<file path="config.mk">
export PLATFORM = sky130hd
export DESIGN_NAME = addsub_mp_seq
export DESIGN_NICKNAME = d
export VERILOG_FILES = /design/src/rtl/alu_pkg.sv /design/src/rtl/add_sub.sv /design/src/rtl/addsub_mp_seq.sv
export SDC_FILE = /design/constraint.sdc
export NUM_CORES = 1
export LEC_CHECK = 0
export CAP_MARGIN = 20
export CORE_MARGIN = 2
export CORE_UTILIZATION = 47
export DETAILED_ROUTE_END_ITERATION = 12
export HOLD_SLACK_MARGIN = 0.12
export PLACE_DENSITY_LB_ADDON = 0.1
export SYNTH_ARGS = -nofsm -noshare
export SYNTH_HDL_FRONTEND = slang
export SYNTH_SLANG_ARGS = --single-unit
</file>
<file path="constraint.sdc">
create_clock -name clk -period 3.8 [get_ports clk]
set_input_delay 0.76 -clock clk [delete_from_list [all_inputs] [get_ports clk]]
set_output_delay 0.76 -clock clk [all_outputs]
set_load 0.005 [all_outputs]
</file>
<file path="src/rtl/alu_pkg.sv">
// rtl/alu_pkg.sv - shared FSM state encoding and op codes for the ALU add/sub path
package alu_pkg;

    typedef enum logic [1:0] {
        IDLE = 2'd0,
        RUN  = 2'd1,
        DONE = 2'd2
    } state_t;

    localparam logic OP_ADD = 1'b0;
    localparam logic OP_SUB = 1'b1;

endpackage

</file>
<file path="src/rtl/add_sub.sv">
// rtl/add_sub.sv - combinational adder/subtractor with carry/borrow input
module add_sub #(
    parameter int DATA_SIZE = 17
) (
    input  logic [DATA_SIZE-1:0] a,
    input  logic [DATA_SIZE-1:0] b,
    input  logic                 cin,
    input  logic                 operation,
    output logic [DATA_SIZE-1:0] s
);

    // operation=1: a+b+cin; operation=0: a-b-cin (cin acts as borrow-in)
    always_comb begin
        s = '0;
        if (operation) begin
            s = a + b + DATA_SIZE'(cin);
        end else begin
            s = a - b - DATA_SIZE'(cin);
        end
    end

endmodule

</file>
<file path="src/rtl/addsub_mp_seq.sv">
// rtl/addsub_mp_seq.sv - multi-precision add/subtract sequencer over one shared word adder
module addsub_mp_seq
    import alu_pkg::*;
#(
    parameter int WORD_W    = 16,
    parameter int NUM_WORDS = 4
) (
    input  logic                        clk,
    input  logic                        rst_n,
    input  logic                        start,
    input  logic                        op_sub,
    input  logic [WORD_W*NUM_WORDS-1:0] a,
    input  logic [WORD_W*NUM_WORDS-1:0] b,
    input  logic                        abort,
    output logic                        ready,
    output logic                        busy,
    output logic                        done,
    output logic [WORD_W*NUM_WORDS-1:0] result,
    output logic                        cout,
    output logic                        overflow
);

    localparam int TOT_W = WORD_W * NUM_WORDS;
    localparam int IDX_W = (NUM_WORDS > 1) ? $clog2(NUM_WORDS) : 1;
    localparam logic [IDX_W-1:0] LAST_IDX = IDX_W'(NUM_WORDS - 1);

    state_t             state;
    state_t             state_nxt;
    logic [TOT_W-1:0]   a_r;
    logic [TOT_W-1:0]   b_r;
    logic               op_sub_r;
    logic [IDX_W-1:0]   idx;
    logic               carry;
    logic [WORD_W-1:0]  a_word;
    logic [WORD_W-1:0]  b_word;
    logic [WORD_W-1:0]  b_eff;
    logic [WORD_W:0]    s;
    logic               last;

    always_comb begin
        a_word = '0;
        b_word = '0;
        for (int w = 0; w < NUM_WORDS; w++) begin
            if (idx == IDX_W'(w)) begin
                a_word = a_r[w*WORD_W +: WORD_W];
                b_word = b_r[w*WORD_W +: WORD_W];
            end
        end
    end

    // Subtraction is a + ~b + 1: the +1 comes from the carry seeded at start
    assign b_eff = b_word ^ {WORD_W{op_sub_r}};
    assign last  = (idx == LAST_IDX);

    add_sub #(
        .DATA_SIZE(WORD_W + 1)
    ) u_add_sub (
        .a        ({1'b0, a_word}),
        .b        ({1'b0, b_eff}),
        .cin      (carry),
        .operation(1'b1),
        .s        (s)
    );

    always_comb begin
        state_nxt = state;
        case (state)
            IDLE: if (start) state_nxt = RUN;
            RUN: begin
                if (abort) begin
                    state_nxt = IDLE;
                end else if (last) begin
                    state_nxt = DONE;
                end
            end
            DONE:    state_nxt = IDLE;
            default: state_nxt = IDLE;
        endcase
    end

    assign ready = (state == IDLE);
    assign busy  = (state == RUN);
    assign done  = (state == DONE);

    always_ff @(posedge clk or negedge rst_n) begin
        if (!rst_n) begin
            state    <= IDLE;
            a_r      <= '0;
            b_r      <= '0;
            op_sub_r <= OP_ADD;
            idx      <= '0;
            carry    <= 1'b0;
            result   <= '0;
            cout     <= 1'b0;
            overflow <= 1'b0;
        end else begin
            state <= state_nxt;
            case (state)
                IDLE: begin
                    if (start) begin
                        a_r      <= a;
                        b_r      <= b;
                        op_sub_r <= op_sub;
                        idx      <= '0;
                        carry    <= (op_sub == OP_SUB);
                    end
                end
                RUN: begin
                    if (!abort) begin
                        for (int w = 0; w < NUM_WORDS; w++) begin
                            if (idx == IDX_W'(w)) begin
                                result[w*WORD_W +: WORD_W] <= s[WORD_W-1:0];
                            end
                        end
                        carry <= s[WORD_W];
                        idx   <= idx + 1'b1;
                        if (last) begin
                            cout     <= s[WORD_W];
                            overflow <= (a_word[WORD_W-1] == b_eff[WORD_W-1]) &&
                                        (s[WORD_W-1] != a_word[WORD_W-1]);
                        end
                    end
                end
                default: ;
            endcase
        end
    end

endmodule

</file>
* Word-level counts from Yosys, hierarchy flattened
Cells that the tools add are included.
** Storage, ports and cells
- Register bits after elaboration :: 200
- Bits of input ports :: 133
- Word-level logic and storage cells :: 56
** Cells by class
- Add/subtract/negate cells :: 3
- Equality and inequality tests :: 10
- Mux-type cells :: 18
- Bitwise operators :: 2
- Reduce and logical (&&, ||, !) cells :: 11
** Operator list (number)
- two-way mux 16 bit :: 8
- adder 16 x 16 -> 17 bit :: 1
- adder 17 x 1 -> 17 bit :: 1
- XOR 16 bit :: 1
- AND reduction 3 bit :: 5
- two-way mux 2 bit :: 5
- case mux 2 bit (2 select lines) :: 2
- equality test 2 bit (second input constant) :: 3
- equality test 2 x 1 -> 1 bit (second input constant) :: 2
- zero test 2 bit :: 2
- inequality test 2 bit (second input constant) :: 2
- AND reduction 2 bit :: 2
- inequality test 3 x 2 -> 1 bit (second input constant) :: 1
- adder 2 x 1 -> 2 bit (second input constant) :: 1
- two-way mux 1 bit :: 2
- case mux 1 bit (2 select lines) :: 1
- nonzero test 2 bit :: 1
- equality test 1 bit :: 1
- logical AND 1 bit :: 1
- inequality test 1 bit :: 1
- NOT 1 bit :: 1

* Depth between registers and ports, before layout
Gate-level depths: netlist of run 1.
- Word-level depth :: 10
- Mapped depth :: 17

* Hierarchy
Synthesis of run 1 repeated with hierarchy kept, for this count alone.
** Unflattened totals
- Cells, all modules :: 997
- Area, all modules :: 11123.2 µm²
** Modules (own cells, without submodules)
- addsub_mp_seq :: times used 1, cells an instance 663, area an instance 8859.7 µm², sequential area each 5004.8 µm²
- add_sub :: times used 1, cells an instance 334, area an instance 2263.4 µm², sequential area each 0.0 µm²

* Worst setup path before layout of run 1
No wires, ideal clock.
- Path type :: register to register
- Start point :: register idx[0]
- End point :: register result[24]
- Setup time :: 0.139 ns
- Data arrival time :: 3.572 ns
- Setup slack :: 0.089 ns
- Stages on the path, launching flop included :: 18
- Path buffers :: 2
- Cells stage by stage :: dfrtp_1 -> inv_1 -> ha_1 -> clkbuf_1 -> clkbuf_1 -> nand3b_1 -> a21oi_1 -> a21oi_1 -> o21ai_0 -> xnor2_1 -> fa_1 -> inv_1 -> fa_1 -> a21o_1 -> a221o_1 -> and4b_1 -> a311oi_1 -> o21ai_0
** Between the ends
- Word-level cells in the longest chain between the ends :: 8
- Elaborated cells on any way between the ends :: 16
- Classes of those cells :: add/sub: 2; eq/ne: 3; mux: 8; bitwise: 1; reduce/logical: 2
** RTL lines
- from (decl) :: RTL line addsub_mp_seq.sv:32 : logic [IDX_W-1:0] idx;
- from (signal assigned) :: RTL line addsub_mp_seq.sv:116 : idx <= idx + 1'b1;
- zero test 2 bit :: RTL line addsub_mp_seq.sv:44 : if (idx == IDX_W'(w)) begin
- two-way mux 16 bit (4 in a row) :: RTL line addsub_mp_seq.sv:44
- XOR 16 bit :: RTL line addsub_mp_seq.sv:52 : assign b_eff = b_word ^ {WORD_W{op_sub_r}};
- adder 16 x 16 -> 17 bit :: RTL line add_sub.sv:16 : s = a + b + DATA_SIZE'(cin);
- adder 17 x 1 -> 17 bit :: RTL line add_sub.sv:16
- to (signal, indexed assignment) :: RTL line addsub_mp_seq.sv:112 : result[w*WORD_W +: WORD_W] <= s[WORD_W-1:0];
- to (decl) :: RTL line addsub_mp_seq.sv:18 : output logic [WORD_W*NUM_WORDS-1:0] result,
Several ways; a longest one is shown, not always the timed one.
A chain may end at the register's enable or synchronous reset.

* Worst setup path after layout of run 1
- Start point :: register idx[1]
- End point :: register result[29]
The elaborated chain is that of the path after synthesis.

==> run metrics, run 1 <==
Synth async-reset ratio 100.0%; global-route wire length before repair 41.26 mm; Max clock buf depth 2; worst hold-check slack 395.6 ps; count of TritonRoute iterations in the first routing pass 5; CTS tree done; post-synth net total 1072; routability-driven placement congestion ratio 0.8797; post-synth top area share 51.04%; per-cell routed wire length 18.43 um; count of buffers added by post-CTS timing repair for setup 0; total power of the final layout 12.39 mW; fraction of power spent switching nets 42.62%; insertion delay of the later-clocked pin in the worst-skew pair 440 ps; peak ir drop on the vdd network 0.5083 mV; Netlist Area Pre-Place 9806 sq um; startpoint of the most critical setup path idx[1]; Slew Limit Headroom 48.07%; Die W 148.4 um; total of endpoints with negative setup slack in the final report 0; HPWL after detailed placement 19.14 mm; vertical die dimension 148.4 um; LEAKAGE 5.417 nW; CP endpoint kind register; Seq/Total Area, Yosys 51.04%; final total negative setup slack 0 ps; count of synthesis-stage warnings from yosys 0; DRC errors left 0; fraction of layout cells with a size suffix above 1 20.25%; number of instances in the synthesized netlist 918; Worst Skew 9.076 ps; cell type with the highest aggregate area in the netlist dfrtp_1; Int Pwr 7.111 mW; biggest area contributors in the synthesized netlist dfrtp_1, mux2_2, nand2_1; Fmax achieved 278.6 MHz; most common cell after layout, fill and taps aside clkdlybuf4s50_1; post-synthesis sequential element count 200; I/O Pins 202; # diodes 0; number of vias after detailed routing 7661; placeable core region 20360 sq um; top flip-flop cell by instance count after synthesis dfrtp_1; cell row count 52; CTS Hold Bufs 0; Min Clock Period, post-route 3590 ps; average cell area after synthesis 10.68 sq um; sum of routed wire length over all layers 25.82 mm; most used cells in the layout excluding fill and tap cells clkdlybuf4s50_1, dfrtp_1, nand2_1, mux2_2, a21oi_1; largest net degree at the start of global routing 92; CTS Sinks 200; class of the most critical hold timing path input pin to async pin; antenna violations before repair 0; # resized after CTS 0; clock-pin transition on the worst setup and hold timing paths 80 ps; share of total power in sequential cells 27.2%; number of nets in the layout 1272; root buf cell clkbuf_16; Arr. time, crit path 3930 ps; overflow left after global routing 0; transition time of the tightest slew-check pin 778.9 ps; vias per inst 5.468; clock network fraction of design power 15.1%; worst flop-to-flop path startpoint idx[1]; starting density of the core 48.15%; Gate power share 57.7%; power dissipated by switching net loads 5.281 mW; max-cap check violation count 0; Die Outline Area 22030 sq um; via count of the first global-routing pass 7533; outcome complete, no violations; Worst setup SP type register; clock buffers created by TritonCTS 17; Tcrit/Tclk final 94.46%; post-route standard cell area excluding fillers 13030 sq um; max-slew violations 0; data required time at the worst endpoint 4140 ps; level count of the clock H-tree 4; number of synthesized flops with an enable pin 0; area of placed instances 12310 sq um; largest fanout of any net on the critical path 16; number of distinct library cells after synthesis 54; pwr/cell area 951.3 nW/um^2; path type of the worst setup path register to register; number of port buffers 201; starting DRC count in detailed routing 555; final antenna-violating net count 0; utilization after layout 63.97%; layout-stage area growth over the synthesis result 32.84%; Hold Violations, Final 0; overall track demand over capacity in global routing 24.19%
-- final timing paths --
check | to | slack (ps) | cells after the start
worst max-delay path | result[29] | 210 | 16
worst min-delay path | result[55] | 400 | 1
worst max register to register | result[29] | 210 | 16
worst min register to register | result[37] | 480 | 2
max in group asynchronous | result[48] | 2540 | 2
min in group clk | result[37] | 480 | 2
-- area by class of cell --
cell class                 count  area (sq um)
clock buffer                  18         429.2
clock inverter                14         181.4
fill                        1726          7338
inverter                       6         22.52
multi-input combinational    650          4613
sequential                   200          5006
tap                          270         337.8
timing repair buffer         243          2436
-- through the flow --
| stage | setup slack (ps) | instances |
|---|---|---|
| 2_1_floorplan | 88.75 | 918 |
| 3_3_place_gp | 100.9 | 1368 |
| 3_5_place_dp | 22.77 | 1368 |
| 4_1_cts | 6.107 | 1400 |
| 5_1_grt | -23.91 | 1401 |
| 6_report | 210.4 | 1401 |
-- state kept, by name, summed over array words and instances (netlist names) --
name and flops:
overflow 1, a_r 64, op_sub_r 1, idx 2, cout 1, carry 1, state 2, b_r 64
result 64
-- worst max-delay path, stage by stage (launching register included) --
cell	delay [ps]
dfrtp_2	460
inv_2	120
ha_4	200
buf_4	210
nand3b_1	120
a21oi_1	80
a21oi_1	200
o21ai_0	140
xor2_1	190
ha_2	450
and3_1	250
o21ai_0	130
buf_4	160
a211oi_1	320
nor3_1	90
buf_4	170
o31ai_1	210
-- layer usage --
layer,global-route usage [%],up-vias,part of all wire (%)
met1,35.21,3756,47
met3,4.141,23,4.4
li1,-,3655,-
met5,0,-,0
met2,38.13,227,48
met4,5.667,0,1.2
-- logic make-up (layout without fill, tap and decap cells) --
family	Yosys count	in the layout	synth area share (%)
fa+ha+maj	21	21	2.833
xor+xnor	20	20	1.786
buf+inv	68	281	2.845
mux	137	137	15.64
flops	200	200	51.04
compound gates	218	218	13.42
simple gates	254	254	12.43
-- power groups by stage --
stage	logic, mW	clock network, mW	registers [mW]
floorplan	4.14	0	3.27
global placement	6.76	0	3.39
detailed placement	6.87	0	3.40
CTS	6.91	1.91	3.36
global route	7.83	2.01	3.46
finish	7.15	1.88	3.37
-- synth_stat cells (all sizes together) (2+ instances only) --
master  number
dfrtp      200
nand2      145
mux2       130
a21oi       81
o21ai       72
clkbuf      41
nand3b      34
o31ai       22
buf         21
ha          19
nor2        16
xor2        16
nand3       14
nor3        12
a21o         9
and2         8
o21a         8
mux2i        7
nand4        7
a211o        6
inv          6
or4          4
xnor2        4
a211oi       3
a22o         3
nand2b       3
nor2b        3
a21boi       2
a311oi       2
and3         2
fa           2
o211ai       2
Note: power is estimated with default switching activity, not from simulation.
==> inputs of run 2 (changes only) <==
Settings changed: RECOVER_POWER set to 100.
==> run metrics, run 2 (synthesized netlist as in run 1, its figures left out) <==
HPWL after detailed placement 19.14 mm; largest net degree at the start of global routing 92; insertion delay of the later-clocked pin in the worst-skew pair 440 ps; total buffers and inverters traversed by the critical path 4; largest delay contributor family on the critical path compound AO/OA/AOI/OAI gates; peak ir drop on the vdd network 0.5064 mV; outcome finished with violations; overall track demand over capacity in global routing 24.19%; placeable core region 20360 sq um; cell type of the slowest stage on the worst timing path ha_1; CP endpoint kind register; most used cells in the layout excluding fill and tap cells dfrtp_1, nand2_1, mux2_2, clkdlybuf4s50_1, a21oi_1; starting DRC count in detailed routing 579; number of vias after detailed routing 7699; # diodes 0; most common cell after layout, fill and taps aside dfrtp_1; sum of routed wire length over all layers 25.84 mm; pwr/cell area 944.7 nW/um^2; max-cap check violation count 2; LEAKAGE 5.510 nW; number of port buffers 201; final antenna-violating net count 0; total of endpoints with negative setup slack in the final report 0; fraction of layout cells with a size suffix above 1 19.98%; cell row count 52; hold path startpoint result[37]; largest registers a_r: 64 flops, b_r: 64 flops, result: 64 flops; ordered list of cells on the worst path inv_2 > ha_4 > buf_4 > buf_4 > nand3b_1 > a21oi_1 > a21oi_1 > o21ai_0 > xor2_1 > ha_1 > nand2_1 > nor3_2 > o31ai_4 > buf_4 > a211o_1 > nand3_1; vertical die dimension 148.4 um; path type of the worst setup path register to register; DRC errors left 0; data required time at the worst endpoint 4170 ps; worst hold-check slack 471.0 ps; violated checks max-capacitance violations, max-slew violations; vias per inst 5.495; Max clock buf depth 2; Die W 148.4 um; Crit path largest cell delay 480 ps; count of TritonRoute iterations in the first routing pass 5; global-route wire length before repair 41.26 mm; max-slew violations 116; Worst setup SP type register; Tcrit/Tclk final 95.12%; layout-stage area growth over the synthesis result 32.13%; antenna violations before repair 0; startpoint of the most critical setup path idx[1]; Slew Limit Headroom -54.05%; root buf cell clkbuf_16; per-cell routed wire length 18.44 um; number of nets in the layout 1272; clock-pin transition on the worst setup and hold timing paths 80 ps; routability-driven placement congestion ratio 0.8797; CTS tree done; Hold Violations, Final 0; area of placed instances 12310 sq um; Worst Skew 7.857 ps; level count of the clock H-tree 4; class of the most critical hold timing path register to register; clock buffers created by TritonCTS 17; I/O Pins 202; Fmax achieved 276.7 MHz; post-route standard cell area excluding fillers 12960 sq um; overflow left after global routing 0; starting density of the core 48.15%; transition time of the tightest slew-check pin 2311 ps; largest fanout of any net on the critical path 16; via count of the first global-routing pass 7533; Arr. time, crit path 3980 ps; Min Clock Period, post-route 3615 ps; CTS Sinks 200; Die Outline Area 22030 sq um; most prevalent standard cell on the critical path buf_4; worst flop-to-flop path startpoint idx[1]
==> run 2: changes by cell type in the layout (fill, tap and decap cells not counted), moves of 3 or more <==
| cell | previous run | this run |
|---|---|---|
| buf_4 | 34 | 30 |
| clkbuf_2 | 0 | 5 |
| clkdlybuf4s50_1 | 200 | 129 |
| buf_12 | 7 | 4 |
| dlygate4sd3_1 | 0 | 71 |
==> run 2: layout make-up <==
class	instances	area (sq um)
clock buffer	18	429.2
tap	270	337.8
clock inverter	14	181.4
multi-input combinational	650	4606
timing repair buffer	243	2374
inverter	6	22.52
sequential	200	5006
fill	1735	7408
==> run 2: worst min-delay path: stages, from the launching register on <==
cell	delay, ps
dfrtp_1	340
nand2_1	50
o31ai_1	50
==> run 2: worst paths after layout <==
kind | slack [ps] | end | depth (start not counted)
setup / recovery | 190 | result[31] | 16
hold reg to reg | 470 | result[37] | 2
hold / removal | 470 | result[37] | 2
max in group asynchronous | 690 | idx[1] | 2
min in group asynchronous | 1020 | result[55] | 1
setup reg to reg | 190 | result[31] | 16
==> run 2: power breakdown <==
part           internal, mW  switching [mW]
Clock                  1.00           0.872
Combinational          3.08            3.93
Sequential             2.89           0.459
==> run 2: timing repair <==
item,in CTS,in global routing
buffers inserted,0,0
resized for setup,0,20
hold buffers,0,0
setup endpoints to repair,0,31
==> run 2: through the flow <==
step                util, %  setup TNS (ps)  setup WS (ps)  power (mW)  std cells
floorplan                 -               0          88.75       7.404        918
CTS                   63.44               0          6.107       12.19       1400
finish                63.62               0          185.5       12.24       1401
detailed placement    60.44               0          22.77       10.27       1368
global route          63.62          -35.56         -23.91       13.16       1401
global placement      60.44               0          100.9       10.15       1368
==> run 2: routing by layer <==
layer  global-route usage (%)  wire [um]  up-vias
met1                    35.21      12120     3781
met3                    4.141       1160       23
met4                    5.667        306        0
li1                         -          -     3660
met5                        0          0        -
met2                    38.13      12250      235
